File: src/rtl/sccb_arbiter_pkg.sv
// -----------------------------------------------------------------------------
// sccb_arbiter_pkg
// Shared definitions for the SCCB write arbiter:
//   - SCCB field widths (register address / register data)
//   - FSM state encodings (3-bit, kept as plain constants for legacy tools)
//   - clog2 helper used to size pointers and the watchdog timer
// -----------------------------------------------------------------------------
package sccb_arbiter_pkg;

  localparam int ADDR_W = 8;
  localparam int DATA_W = 8;

  localparam logic [2:0] ST_IDLE      = 3'd0;
  localparam logic [2:0] ST_ISSUE     = 3'd1;
  localparam logic [2:0] ST_WAIT_BUSY = 3'd2;
  localparam logic [2:0] ST_WAIT_DONE = 3'd3;
  localparam logic [2:0] ST_ACK       = 3'd4;

  // Ceiling log2; returns 0 for values <= 1.
  function automatic int clog2(input int value);
    int r;
    r = 0;
    while ((1 << r) < value) r++;
    return r;
  endfunction

endpackage

File: src/rtl/sccb_arbiter_if.sv
// -----------------------------------------------------------------------------
// sccb_arbiter_if
// Bus between the arbiter and the single SCCB master engine.
//   sccb_start : one-cycle start pulse towards the engine
//   sccb_addr  : register address for the transaction
//   sccb_data  : register data for the transaction
//   sccb_ready : engine idle flag (low while a transfer is on the wire)
// Modports:
//   master : arbiter side (drives start/addr/data, samples ready)
//   slave  : engine side  (samples start/addr/data, drives ready)
// -----------------------------------------------------------------------------
interface sccb_arbiter_if;
  import sccb_arbiter_pkg::*;

  logic              sccb_start;
  logic              sccb_ready;
  logic [ADDR_W-1:0] sccb_addr;
  logic [DATA_W-1:0] sccb_data;

  modport master (
    output sccb_start,
    output sccb_addr,
    output sccb_data,
    input  sccb_ready
  );

  modport slave (
    input  sccb_start,
    input  sccb_addr,
    input  sccb_data,
    output sccb_ready
  );

endinterface

File: src/rtl/sccb_rr_picker.sv
// -----------------------------------------------------------------------------
// sccb_rr_picker
// Combinational round-robin winner selection.
// Ports:
//   req_i    : request vector
//   ptr_i    : index with highest priority this round
//   valid_o  : at least one request is pending
//   idx_o    : winner index
//   onehot_o : winner as a one-hot vector (0 when no request)
// -----------------------------------------------------------------------------
module sccb_rr_picker
  import sccb_arbiter_pkg::*;
#(
  parameter int NUM_REQ = 2,
  parameter int PTR_W   = clog2(NUM_REQ)
) (
  input  logic [NUM_REQ-1:0] req_i,
  input  logic [PTR_W-1:0]   ptr_i,
  output logic               valid_o,
  output logic [PTR_W-1:0]   idx_o,
  output logic [NUM_REQ-1:0] onehot_o
);

  logic [NUM_REQ-1:0] upper;
  logic [NUM_REQ-1:0] src;

  always_comb begin
    // Requests at or above the pointer win first; if there are none the
    // search wraps to the lowest set bit of the full vector.
    upper = '0;
    for (int j = 0; j < NUM_REQ; j++) begin
      upper[j] = req_i[j] && (j >= int'(ptr_i));
    end
    src     = (|upper) ? upper : req_i;
    valid_o = |req_i;
    idx_o   = '0;
    for (int j = NUM_REQ - 1; j >= 0; j--) begin
      if (src[j]) idx_o = PTR_W'(j);
    end
    // Isolate the lowest set bit.
    onehot_o = src & ~(src - 1'b1);
  end

endmodule

File: src/rtl/sccb_arbiter.sv
// -----------------------------------------------------------------------------
// sccb_arbiter
// Shares one SCCB master between NUM_REQ register-write requesters.
// Round-robin grant, one-cycle start, tracks the engine's ready low/high
// cycle, returns a one-cycle ack to the winner, and releases the bus with
// err when a transaction exceeds WATCHDOG_CYC enabled cycles.
// Ports:
//   clk, rst          : clock, synchronous active-high reset
//   clk_en            : all state advances only when high
//   req               : per-requester write request (held until ack)
//   req_addr/req_data : 8-bit slice i belongs to requester i
//   ack               : one-cycle completion pulse to the winner
//   grant             : one-hot bus owner, 0 when idle
//   err               : watchdog expiry, coincident with ack
//   busy              : FSM not in IDLE
//   bus               : SCCB master engine (master modport)
// -----------------------------------------------------------------------------
module sccb_arbiter
  import sccb_arbiter_pkg::*;
#(
  parameter int NUM_REQ      = 2,
  parameter int WATCHDOG_CYC = 100000
) (
  input  logic                      clk,
  input  logic                      rst,
  input  logic                      clk_en,
  input  logic [NUM_REQ-1:0]        req,
  input  logic [ADDR_W*NUM_REQ-1:0] req_addr,
  input  logic [DATA_W*NUM_REQ-1:0] req_data,
  output logic [NUM_REQ-1:0]        ack,
  output logic [NUM_REQ-1:0]        grant,
  output logic                      err,
  output logic                      busy,
  sccb_arbiter_if.master            bus
);

  localparam int PTR_W = clog2(NUM_REQ);
  localparam int TMR_W = clog2(WATCHDOG_CYC) + 1;
  localparam logic [TMR_W-1:0] TMR_LAST = TMR_W'(WATCHDOG_CYC - 1);
  localparam logic [PTR_W-1:0] PTR_LAST = PTR_W'(NUM_REQ - 1);

  logic [2:0]         state_q, state_d;
  logic [PTR_W-1:0]   ptr_q, ptr_d;
  logic [PTR_W-1:0]   owner_q, owner_d;
  logic [TMR_W-1:0]   timer_q, timer_d, timer_inc;
  logic               wd_q, wd_d;
  logic [NUM_REQ-1:0] ack_q, ack_d;
  logic [NUM_REQ-1:0] grant_q, grant_d;
  logic               err_q, err_d;
  logic               busy_q, busy_d;
  logic               start_q, start_d;
  logic [ADDR_W-1:0]  addr_q, addr_d;
  logic [DATA_W-1:0]  data_q, data_d;

  logic               pick_valid;
  logic [PTR_W-1:0]   pick_idx;
  logic [NUM_REQ-1:0] pick_onehot;

  sccb_rr_picker #(
    .NUM_REQ (NUM_REQ),
    .PTR_W   (PTR_W)
  ) u_picker (
    .req_i    (req),
    .ptr_i    (ptr_q),
    .valid_o  (pick_valid),
    .idx_o    (pick_idx),
    .onehot_o (pick_onehot)
  );

  always_comb begin
    state_d   = state_q;
    ptr_d     = ptr_q;
    owner_d   = owner_q;
    timer_d   = timer_q;
    wd_d      = wd_q;
    grant_d   = grant_q;
    busy_d    = busy_q;
    addr_d    = addr_q;
    data_d    = data_q;
    ack_d     = '0;
    err_d     = 1'b0;
    start_d   = 1'b0;
    timer_inc = timer_q + 1'b1;

    case (state_q)
      ST_IDLE: begin
        if (bus.sccb_ready && pick_valid) begin
          addr_d  = req_addr[int'(pick_idx)*ADDR_W +: ADDR_W];
          data_d  = req_data[int'(pick_idx)*DATA_W +: DATA_W];
          grant_d = pick_onehot;
          owner_d = pick_idx;
          start_d = 1'b1;
          busy_d  = 1'b1;
          timer_d = '0;
          wd_d    = 1'b0;
          state_d = ST_ISSUE;
        end
      end
      ST_ISSUE: begin
        state_d = ST_WAIT_BUSY;
      end
      ST_WAIT_BUSY, ST_WAIT_DONE: begin
        // Watchdog is checked first so it wins over a same-cycle ready edge;
        // the timer stops at WATCHDOG_CYC-1 and therefore never wraps.
        timer_d = timer_inc;
        if (timer_inc == TMR_LAST) begin
          wd_d    = 1'b1;
          state_d = ST_ACK;
        end else if (state_q == ST_WAIT_BUSY && !bus.sccb_ready) begin
          state_d = ST_WAIT_DONE;
        end else if (state_q == ST_WAIT_DONE && bus.sccb_ready) begin
          state_d = ST_ACK;
        end
      end
      ST_ACK: begin
        ack_d   = grant_q;
        err_d   = wd_q;
        grant_d = '0;
        busy_d  = 1'b0;
        ptr_d   = (owner_q == PTR_LAST) ? '0 : owner_q + 1'b1;
        state_d = ST_IDLE;
      end
      default: begin
        grant_d = '0;
        busy_d  = 1'b0;
        state_d = ST_IDLE;
      end
    endcase
  end

  always_ff @(posedge clk) begin
    if (rst) begin
      state_q <= ST_IDLE;
      ptr_q   <= '0;
      owner_q <= '0;
      timer_q <= '0;
      wd_q    <= 1'b0;
      ack_q   <= '0;
      grant_q <= '0;
      err_q   <= 1'b0;
      busy_q  <= 1'b0;
      start_q <= 1'b0;
      addr_q  <= '0;
      data_q  <= '0;
    end else if (clk_en) begin
      state_q <= state_d;
      ptr_q   <= ptr_d;
      owner_q <= owner_d;
      timer_q <= timer_d;
      wd_q    <= wd_d;
      ack_q   <= ack_d;
      grant_q <= grant_d;
      err_q   <= err_d;
      busy_q  <= busy_d;
      start_q <= start_d;
      addr_q  <= addr_d;
      data_q  <= data_d;
    end
  end

  assign ack            = ack_q;
  assign grant          = grant_q;
  assign err            = err_q;
  assign busy           = busy_q;
  assign bus.sccb_start = start_q;
  assign bus.sccb_addr  = addr_q;
  assign bus.sccb_data  = data_q;

endmodule

File: src/flat_wrapper.sv
// flat-port wrapper written by rule: the top's interface ports become plain ports
module sccb_arbiter_flat import sccb_arbiter_pkg::*;
#(
  parameter int NUM_REQ      = 2,
  parameter int WATCHDOG_CYC = 100000
)
  (clk, rst, clk_en, req, req_addr, req_data, ack, grant, err, busy, bus_sccb_start, bus_sccb_addr, bus_sccb_data, bus_sccb_ready);
  sccb_arbiter_if bus_i ();
  input  logic clk;
  input  logic rst;
  input  logic clk_en;
  input  logic [NUM_REQ-1:0] req;
  input  logic [ADDR_W*NUM_REQ-1:0] req_addr;
  input  logic [DATA_W*NUM_REQ-1:0] req_data;
  output logic [NUM_REQ-1:0] ack;
  output logic [NUM_REQ-1:0] grant;
  output logic err;
  output logic busy;
  output wire logic [$bits(bus_i.sccb_start)-1:0] bus_sccb_start;
  output wire logic [$bits(bus_i.sccb_addr)-1:0] bus_sccb_addr;
  output wire logic [$bits(bus_i.sccb_data)-1:0] bus_sccb_data;
  input wire logic [$bits(bus_i.sccb_ready)-1:0] bus_sccb_ready;
  assign bus_sccb_start = bus_i.sccb_start;
  assign bus_sccb_addr = bus_i.sccb_addr;
  assign bus_sccb_data = bus_i.sccb_data;
  assign bus_i.sccb_ready = bus_sccb_ready;
  sccb_arbiter #(.NUM_REQ(NUM_REQ), .WATCHDOG_CYC(WATCHDOG_CYC)) u_core (.clk(clk), .rst(rst), .clk_en(clk_en), .req(req), .req_addr(req_addr), .req_data(req_data), .ack(ack), .grant(grant), .err(err), .busy(busy), .bus(bus_i));
endmodule
File: config.mk
export PLATFORM = sky130hd
export DESIGN_NAME = sccb_arbiter_flat
export DESIGN_NICKNAME = d
export VERILOG_FILES = /design/src/rtl/sccb_arbiter_pkg.sv /design/src/rtl/sccb_arbiter_if.sv /design/src/rtl/sccb_rr_picker.sv /design/src/rtl/sccb_arbiter.sv /design/src/flat_wrapper.sv
export SDC_FILE = /design/constraint.sdc
export NUM_CORES = 1
export LEC_CHECK = 0
export CAP_MARGIN = 25
export CORE_ASPECT_RATIO = 0.5
export CORE_MARGIN = 2
export CORE_UTILIZATION = 40
export DETAILED_ROUTE_END_ITERATION = 16
export GPL_TIMING_DRIVEN = 0
export PLACE_DENSITY = 0.79
export SYNTH_ARGS = -nofsm -noshare
export SYNTH_HDL_FRONTEND = slang
export SYNTH_SLANG_ARGS = --single-unit
export TNS_END_PERCENT = 10
File: constraint.sdc
create_clock -name clk -period 2.44 [get_ports clk]
set_input_delay 0.244 -clock clk [delete_from_list [all_inputs] [get_ports clk]]
set_output_delay 0.244 -clock clk [all_outputs]
set_load 0.03 [all_outputs]
# == After elaboration in Yosys (flattened, before gate mapping) ==
# Index checks and enable logic that the tools add are counted.
# Widths: inputs -> output; s select.
# classes
n_reduce_logical,17
muxes,22
n_addsub,3
shift,2
bitwise_logic,3
order_cmp,1
eq_ne,8
# ops
cell,count
$pmux 18 s2,1
$shiftx 16x5->8,2
$add 18x1->18 const B,1
$eq 18x17->1 const B,1
$mux 18,1
$mux 3,4
$reduce_and 3->1,4
$mux 1,10
$pmux 3 s3,1
$eq 3x2->1 const B,2
$reduce_or 2->1,3
$logic_and 1x1->1,4
$mux 2,2
$ne 2x1->1 const B,2
$ne 4x1->1 const B,1
$pmux 1 s2,2
$pmux 2 s2,1
$reduce_and 4->1,1
$eq 3x1->1 const B,1
$eq 3x3->1 const B,1
$logic_not 3->1,1
$reduce_or 3->1,1
$and 2x2->2,1
$not 2->2,1
other kinds (7),7
# word_totals
elab_cells,68
in_bits,38
regBits,47
output_inout_bits,23

# == Depth between registers and ports, before layout ==
# Gate-level depths: netlist (run 1).
# logic_depth
word_depth,9
ltp_mapped,8
mapped_depth_nobuf,8

# == Cells and area by module ==
# From an unflattened synthesis (run 1), not the netlist that was laid out.
# unflattened
hier_cells,296
hier_area_um2,2442.3
# by_module_without_submodules
mod,seq_area_each_um2,cells_each,instances,area_per_inst_um2
sccb_arbiter,940.9,291,1,2409.8
sccb_rr_picker,0.0,5,1,32.5

# == Worst setup path before layout (run 1) ==
# OpenSTA, ideal clock, no wires.
# synth_path
path_type,flip-flop to flip-flop
start,reg u_core.timer_q[0]
end,reg u_core.timer_q[14]
stages_incl_launch_ff,8
n_path_buf,1
required_ns,2.349
synth_period_minus_slack_ns,1.839
arrival_time_ns,1.748
setup_ns,0.091
slack_ns,0.601
cell_sequence,dfxtp_1 -> ha_1 -> clkbuf_1 -> nand4_1 -> nor2_1 -> and3_1 -> a41oi_1 -> a311oi_1
# synth_between
elab_chain_len,2
# synth_lines
element,line_no,source
"start, declared",sccb_arbiter.sv:45,"logic [TMR_W-1:0] timer_q, timer_d, timer_inc;"
"start signal, assigned",sccb_arbiter.sv:149,timer_q <= timer_d;
$add 18x1->18,sccb_arbiter.sv:83,timer_inc = timer_q + 1'b1;
$pmux 18 s2,sccb_arbiter.sv:85,case (state_q)
# Every way passes these cells.
# A chain may end at the register's enable or synchronous reset.

# == Worst setup path in the final report (run 1) ==
# Ends and elaborated chain as after synthesis.

==> results of run 1 <==
stage by stage:
step / utilization / hold slack [ns] / setup WS (ns) / total power [mW] / instance area, um^2
floorplan: - / 0.3604 / 0.6011 / 1.046 / 2481
global placement: 0.5276 / 0.4298 / 0.1839 / 1.197 / 3182
detailed placement: 0.5276 / 0.4375 / 0.1307 / 1.206 / 3182
CTS: 0.5517 / 0.4470 / 0.1601 / 1.890 / 3327
global route: 0.5510 / 0.4796 / 0.05351 / 1.951 / 3323
finish: 0.5510 / 0.4465 / 0.2456 / 1.879 / 3323
routing by layer:
layer  wire, um  up-vias  track usage
met4         98        0      0.06196
met5          0        -            0
li1           -     1225            -
met2       3241      102       0.3475
met3        488       13      0.04767
met1       3031     1208       0.2508
cell usage in the layout (no fill, tap or decap), types with 3 or more instances in the layout:
cell type,synthesis,final
a21oi_1,22,22
inv_1,3,3
buf_2,7,7
a311oi_1,5,5
nand3_1,9,9
clkbuf_1,11,11
nor2_1,51,51
a211oi_1,19,19
dfxtp_1,47,47
mux2i_1,17,17
nor3_1,5,5
a31oi_1,4,4
nand2_1,24,24
and3_1,6,6
clkbuf_16,0,5
a22oi_1,4,4
nand4_1,3,3
o21ai_0,11,11
clkdlybuf4s50_1,0,59
power by group through the flow:
stage,combinational [mW],sequential [mW],clock [mW]
3_5_place_dp,0.364,0.842,0
2_1_floorplan,0.155,0.892,0
5_1_grt,0.397,0.830,0.724
4_1_cts,0.366,0.825,0.698
3_3_place_gp,0.356,0.841,0
6_report,0.366,0.826,0.687
cell type report:
type | count | share of cell area
repair buffers | 59 | 0.1777
clock buffers | 6 | 0.03878
inverters | 3 | 0.003389
well taps | 88 | 0.03313
multi-input cells | 226 | 0.4326
clock inverters | 2 | 0.004895
flip-flops and latches | 47 | 0.2831
plain buffers | 20 | 0.02636
state kept, by name, indices dropped and copies added (netlist names):
register and count:
u_core.bus.sccb_data 8, u_core.state_q 3, u_core.ptr_q 1, u_core.timer_q 18, u_core.wd_q 1, u_core.bus.sccb_start 1
u_core.owner_q 1, u_core.err 1, u_core.ack 2, u_core.busy 1, u_core.bus.sccb_addr 8, u_core.grant 2
cell families after synthesis:
family | synth area share
simple gates | 0.2527
buf+inv | 0.04135
flops | 0.3792
compound gates | 0.2294
fa+ha+maj | 0.01008
mux | 0.07312
xor+xnor | 0.01412
worst paths after layout:
| check | start | to | slack, ns |
|---|---|---|---|
| hold / removal | u_core.owner_q | u_core.ptr_q | 0.45 |
| setup reg to reg | u_core.timer_q[0] | u_core.timer_q[14] | 0.25 |
| setup / recovery | u_core.timer_q[0] | u_core.timer_q[14] | 0.25 |
| hold reg to reg | u_core.owner_q | u_core.ptr_q | 0.45 |
==> results.toml, run 1 <==
[setup_path]
crit_cells = 6
slowest_stage = "dfxtp_1"
slowest_delay_ns = 0.47
crit_arrival_ns = 2.38
crit_family = "simple AND/OR/NAND/NOR gates"
worstSetupPathType = "flip-flop to flip-flop"
ff2ff_path_depth = 6
end_kind = "flip-flop"
worstPathCellList = "ha_1, nand4_1, nor2_1, and3_1, a41oi_1, a311oi_1"
startpoint_type = "flip-flop"
worstPathMaxFanout = 8
crit_required_ns = 2.63
path_buf_inv = 0

[timing]
post-route-min-period_ns = 2.194
setup_viol = 0
drv_slew = 0
setup_tns_ns = 0
post-route-period-util = 0.8994
max_freq_mhz = 455.7
max-slew-margin-rel = 0.5954
rsz0062_at_grt = "no"
final.setup_skew_ns = 0.003748
worst_pin_slew_ns = 0.6069
hold_violations = 0

[route]
ant_nets = 0
vias_per_cell = 5.650
drtPass1Iterations = 6
wl_per_cell_um = 15.21
drc = 0
dr_total_vias = 2548
drt-initial-drc-count = 143
wl_um = 6861

[cells_and_area]
fin_nets = 402
drive_above_1_share = 0.09366
area_delta_synth_final_pct = 33.94
n_fill_cell = 535
final_cell_count_no_fill = 451
seq_area_um2 = 940.9
multi_input_area_um2 = 1438
diodes = 0

[global_route]
antenna_found_initial = 0
grt_usage = 0.2001
grt_remaining_overflow = 0
grt_max_degree = 16
grt_pass1_wl_um = 10940
grt_pass1_vias = 2393

[worst_hold_path]
hp-class = "flip-flop to flip-flop"
whs_path_depth = 1

[synth]
netlist_instances = 297
yosys-top-cells-count = "nor2_1 (51), dfxtp_1 (47), nand2_1 (24), a21oi_1 (22), a211oi_1 (19)"
yosysTopAreaCell = "dfxtp_1"
synth-edff-count = 0
ys_seq_area_frac = 0.3792
yosys_most_used_dff = "dfxtp_1"
synth_nets = 337
synth_cell_types = 54
netlist.area_leader.share = 0.3792
async_flop_share = 0
yosysMostFrequentCell = "nor2_1"
avgSynthCellArea_um2 = 8.354
synth_warnings = 0
synth.cell_area_um2 = 2481
ys_seq_elements = 47
synth_area_leaders = "dfxtp_1 (38%), nor2_1 (7.7%), mux2i_1 (6.9%)"

[pwr]
swShare = 0.2822
cellPowerDensity_nw_per_um2 = 565.3
pwr-share-comb = 0.195
power_frac_seq = 0.440
p_switching_mw = 0.5301
clockPowerShare = 0.366
leakage_nw = 1.214
p_int_mw = 1.349
vdd_drop_max_v = 0.0002784

[clocking]
root_buffer = "clkbuf_16"
htree_levels = 2
cts_buffers = 5
ctsHoldBuffers = 0
postCtsSetupRepairBufs = 0
clkTransAtPathRegs_ns = 0.07
clock_sinks = 47
clockBufferDepth = 2
cts_tree = "built"
clk_latency_ns = 0.29
cts_repair_resize_count = 0

[place]
gp_routability_congestion = 0.8984
hpwl_um = 5008
port_buffers = 59
dp_cells = 444

[run]
maxCapViolCount = 0

[die]
rows = 20
die_w_um = 115.4
die_area_um2 = 6887
floorplan.io_pins = 61
start_util = 0.4114
die_y_um = 59.69
core-area_um2 = 6031

[outcome]
outcome = "completed"
No activity file was read; power rests on OpenSTA's default activity.
==> run 2, diff against run 1 <==
--- a/config.mk
+++ b/config.mk
@@ -7,7 +7,6 @@
 export LEC_CHECK = 0
 export CAP_MARGIN = 25
 export CORE_ASPECT_RATIO = 0.5
-export CORE_MARGIN = 2
 export CORE_UTILIZATION = 40
 export DETAILED_ROUTE_END_ITERATION = 16
 export GPL_TIMING_DRIVEN = 0
==> run 2 against run 1 <==
- final cell count is 0.89% lower
- sequential share of layout area barely moved
- clock skew is 0.0027 ns higher
- core utilization increased by 2.9 points
- sequential power barely moved
- first-iteration DRC count fell by 13%
- hold slack about the same
- critical path type unchanged
- largest power group unchanged
==> results.toml, run 2 (synthesis gave the netlist of run 1 again) <==
[die]
die_area_um2 = 6541
die_y_um = 57.69
rows = 19
start_util = 0.4331
floorplan.io_pins = 61
die_w_um = 113.4
core-area_um2 = 5729

[route]
ant_nets = 0
drt-initial-drc-count = 124
vias_per_cell = 5.584
drtPass1Iterations = 4
dr_total_vias = 2496
wl_per_cell_um = 15.31
wl_um = 6843
drc = 0

[timing]
max_freq_mhz = 454.3
drv_slew = 0
final.setup_skew_ns = 0.006487
setup_tns_ns = 0
post-route-min-period_ns = 2.201
max-slew-margin-rel = 0.5976
setup_viol = 0
worst_pin_slew_ns = 0.6036
rsz0062_at_grt = "no"
post-route-period-util = 0.9021
hold_violations = 0

[setup_path]
ff2ff_path_depth = 6
timing.rr.end = "u_core.timer_q[14]"
crit_required_ns = 2.63
setup.worst_path.end = "u_core.timer_q[14]"
startpoint_type = "flip-flop"
worstPathMaxFanout = 8
end_kind = "flip-flop"
worstSetupPathType = "flip-flop to flip-flop"
crit_arrival_ns = 2.39
startpoint = "u_core.timer_q[0]"
rr_startpoint = "u_core.timer_q[0]"
rrSetupSlack_ns = 0.24

[cells_and_area]
fin_nets = 402
drive_above_1_share = 0.09642
diodes = 0
fin_util = 0.5796
mostFrequentLayoutCells = "clkdlybuf4s50_1 (59), nor2_1 (51), dfxtp_1 (47)"
final_common_cell = "clkdlybuf4s50_1"
area_delta_synth_final_pct = 33.84
final_cell_count_no_fill = 447
n_fill_cell = 514
largest_register = "u_core.timer_q"
largest_reg_flops = 18

[outcome]
outcome = "completed"

[clocking]
postCtsSetupRepairBufs = 0
clockBufferDepth = 2
ctsHoldBuffers = 0
root_buffer = "clkbuf_16"
clock_sinks = 47
cts_tree = "built"
clkTransAtPathRegs_ns = 0.07
htree_levels = 2
clk_latency_ns = 0.29
cts_buffers = 5
cts_repair_resize_count = 0

[global_route]
grt_pass1_wl_um = 11250
grt_usage = 0.2184
grt_pass1_vias = 2411
grt_remaining_overflow = 0
grt_max_degree = 17
antenna_found_initial = 0

[run]
maxCapViolCount = 0

[pwr]
vdd_drop_max_v = 0.0003307
cellPowerDensity_nw_per_um2 = 565.9
leakage_nw = 1.220

[worst_hold_path]
holdCritStartpoint = "u_core.owner_q"
hp-class = "flip-flop to flip-flop"

[place]
gp_routability_congestion = 0.9007
dp_cells = 440
hpwl_um = 4948
port_buffers = 59
## run 2: where the power goes
part           total, mW  switching, mW  leakage (nW)  internal, mW
sequential         0.825         0.0239         0.382         0.801
combinational      0.367          0.204         0.765         0.163
clock              0.687          0.303        0.0742         0.383
total               1.88          0.531          1.22          1.35
## run 2: area by class of cell
class                      count  area, um^2  share of cell area
buffer                        20       87.58             0.02638
clock buffer                   5       125.1             0.03768
clock inverter                 3       22.52            0.006782
inverter                       3       11.26            0.003391
multi-input combinational    226        1438              0.4329
sequential                    47       940.9              0.2833
tap                           84       105.1             0.03165
timing repair buffer          59       590.6              0.1778
## run 2: metal layers
layer,GRT usage,vias up,share of wire
li1,-,1223,-
met1,0.2667,1170,0.45
met2,0.3918,95,0.49
met3,0.04812,8,0.056
met4,0.06955,0,0.011
met5,0,-,0
## run 2: how the worst min path moves through the flow
stage	end	slack [ns]	cells past startpoint
finish	u_core.ptr_q	0.45	1
global route	u_core.ptr_q	0.45	1
CTS	u_core.ptr_q	0.45	1
detailed placement	u_core.ptr_q	0.44	1
global placement	u_core.ptr_q	0.43	1
floorplan	u_core.state_q[0]	0.36	1
## run 2: worst max-delay path, cell delays in order (launching register included)
cell and delay [ns]:
dfxtp_1 0.47, ha_1 0.41, nand4_1 0.22, nor2_1 0.32, and3_1 0.29, a41oi_1 0.13, a311oi_1 0.26
## run 2: stage by stage
stage	total power [mW]	hold slack [ns]	worst slack (ns)	instance area, um^2
2_1_floorplan	1.046	0.3604	0.6011	2481
3_3_place_gp	1.197	0.4349	0.1667	3177
3_5_place_dp	1.209	0.4379	0.1137	3177
6_report	1.879	0.4462	0.2390	3321
5_1_grt	1.951	0.4539	0.1144	3321
4_1_cts	1.890	0.4468	0.1875	3324
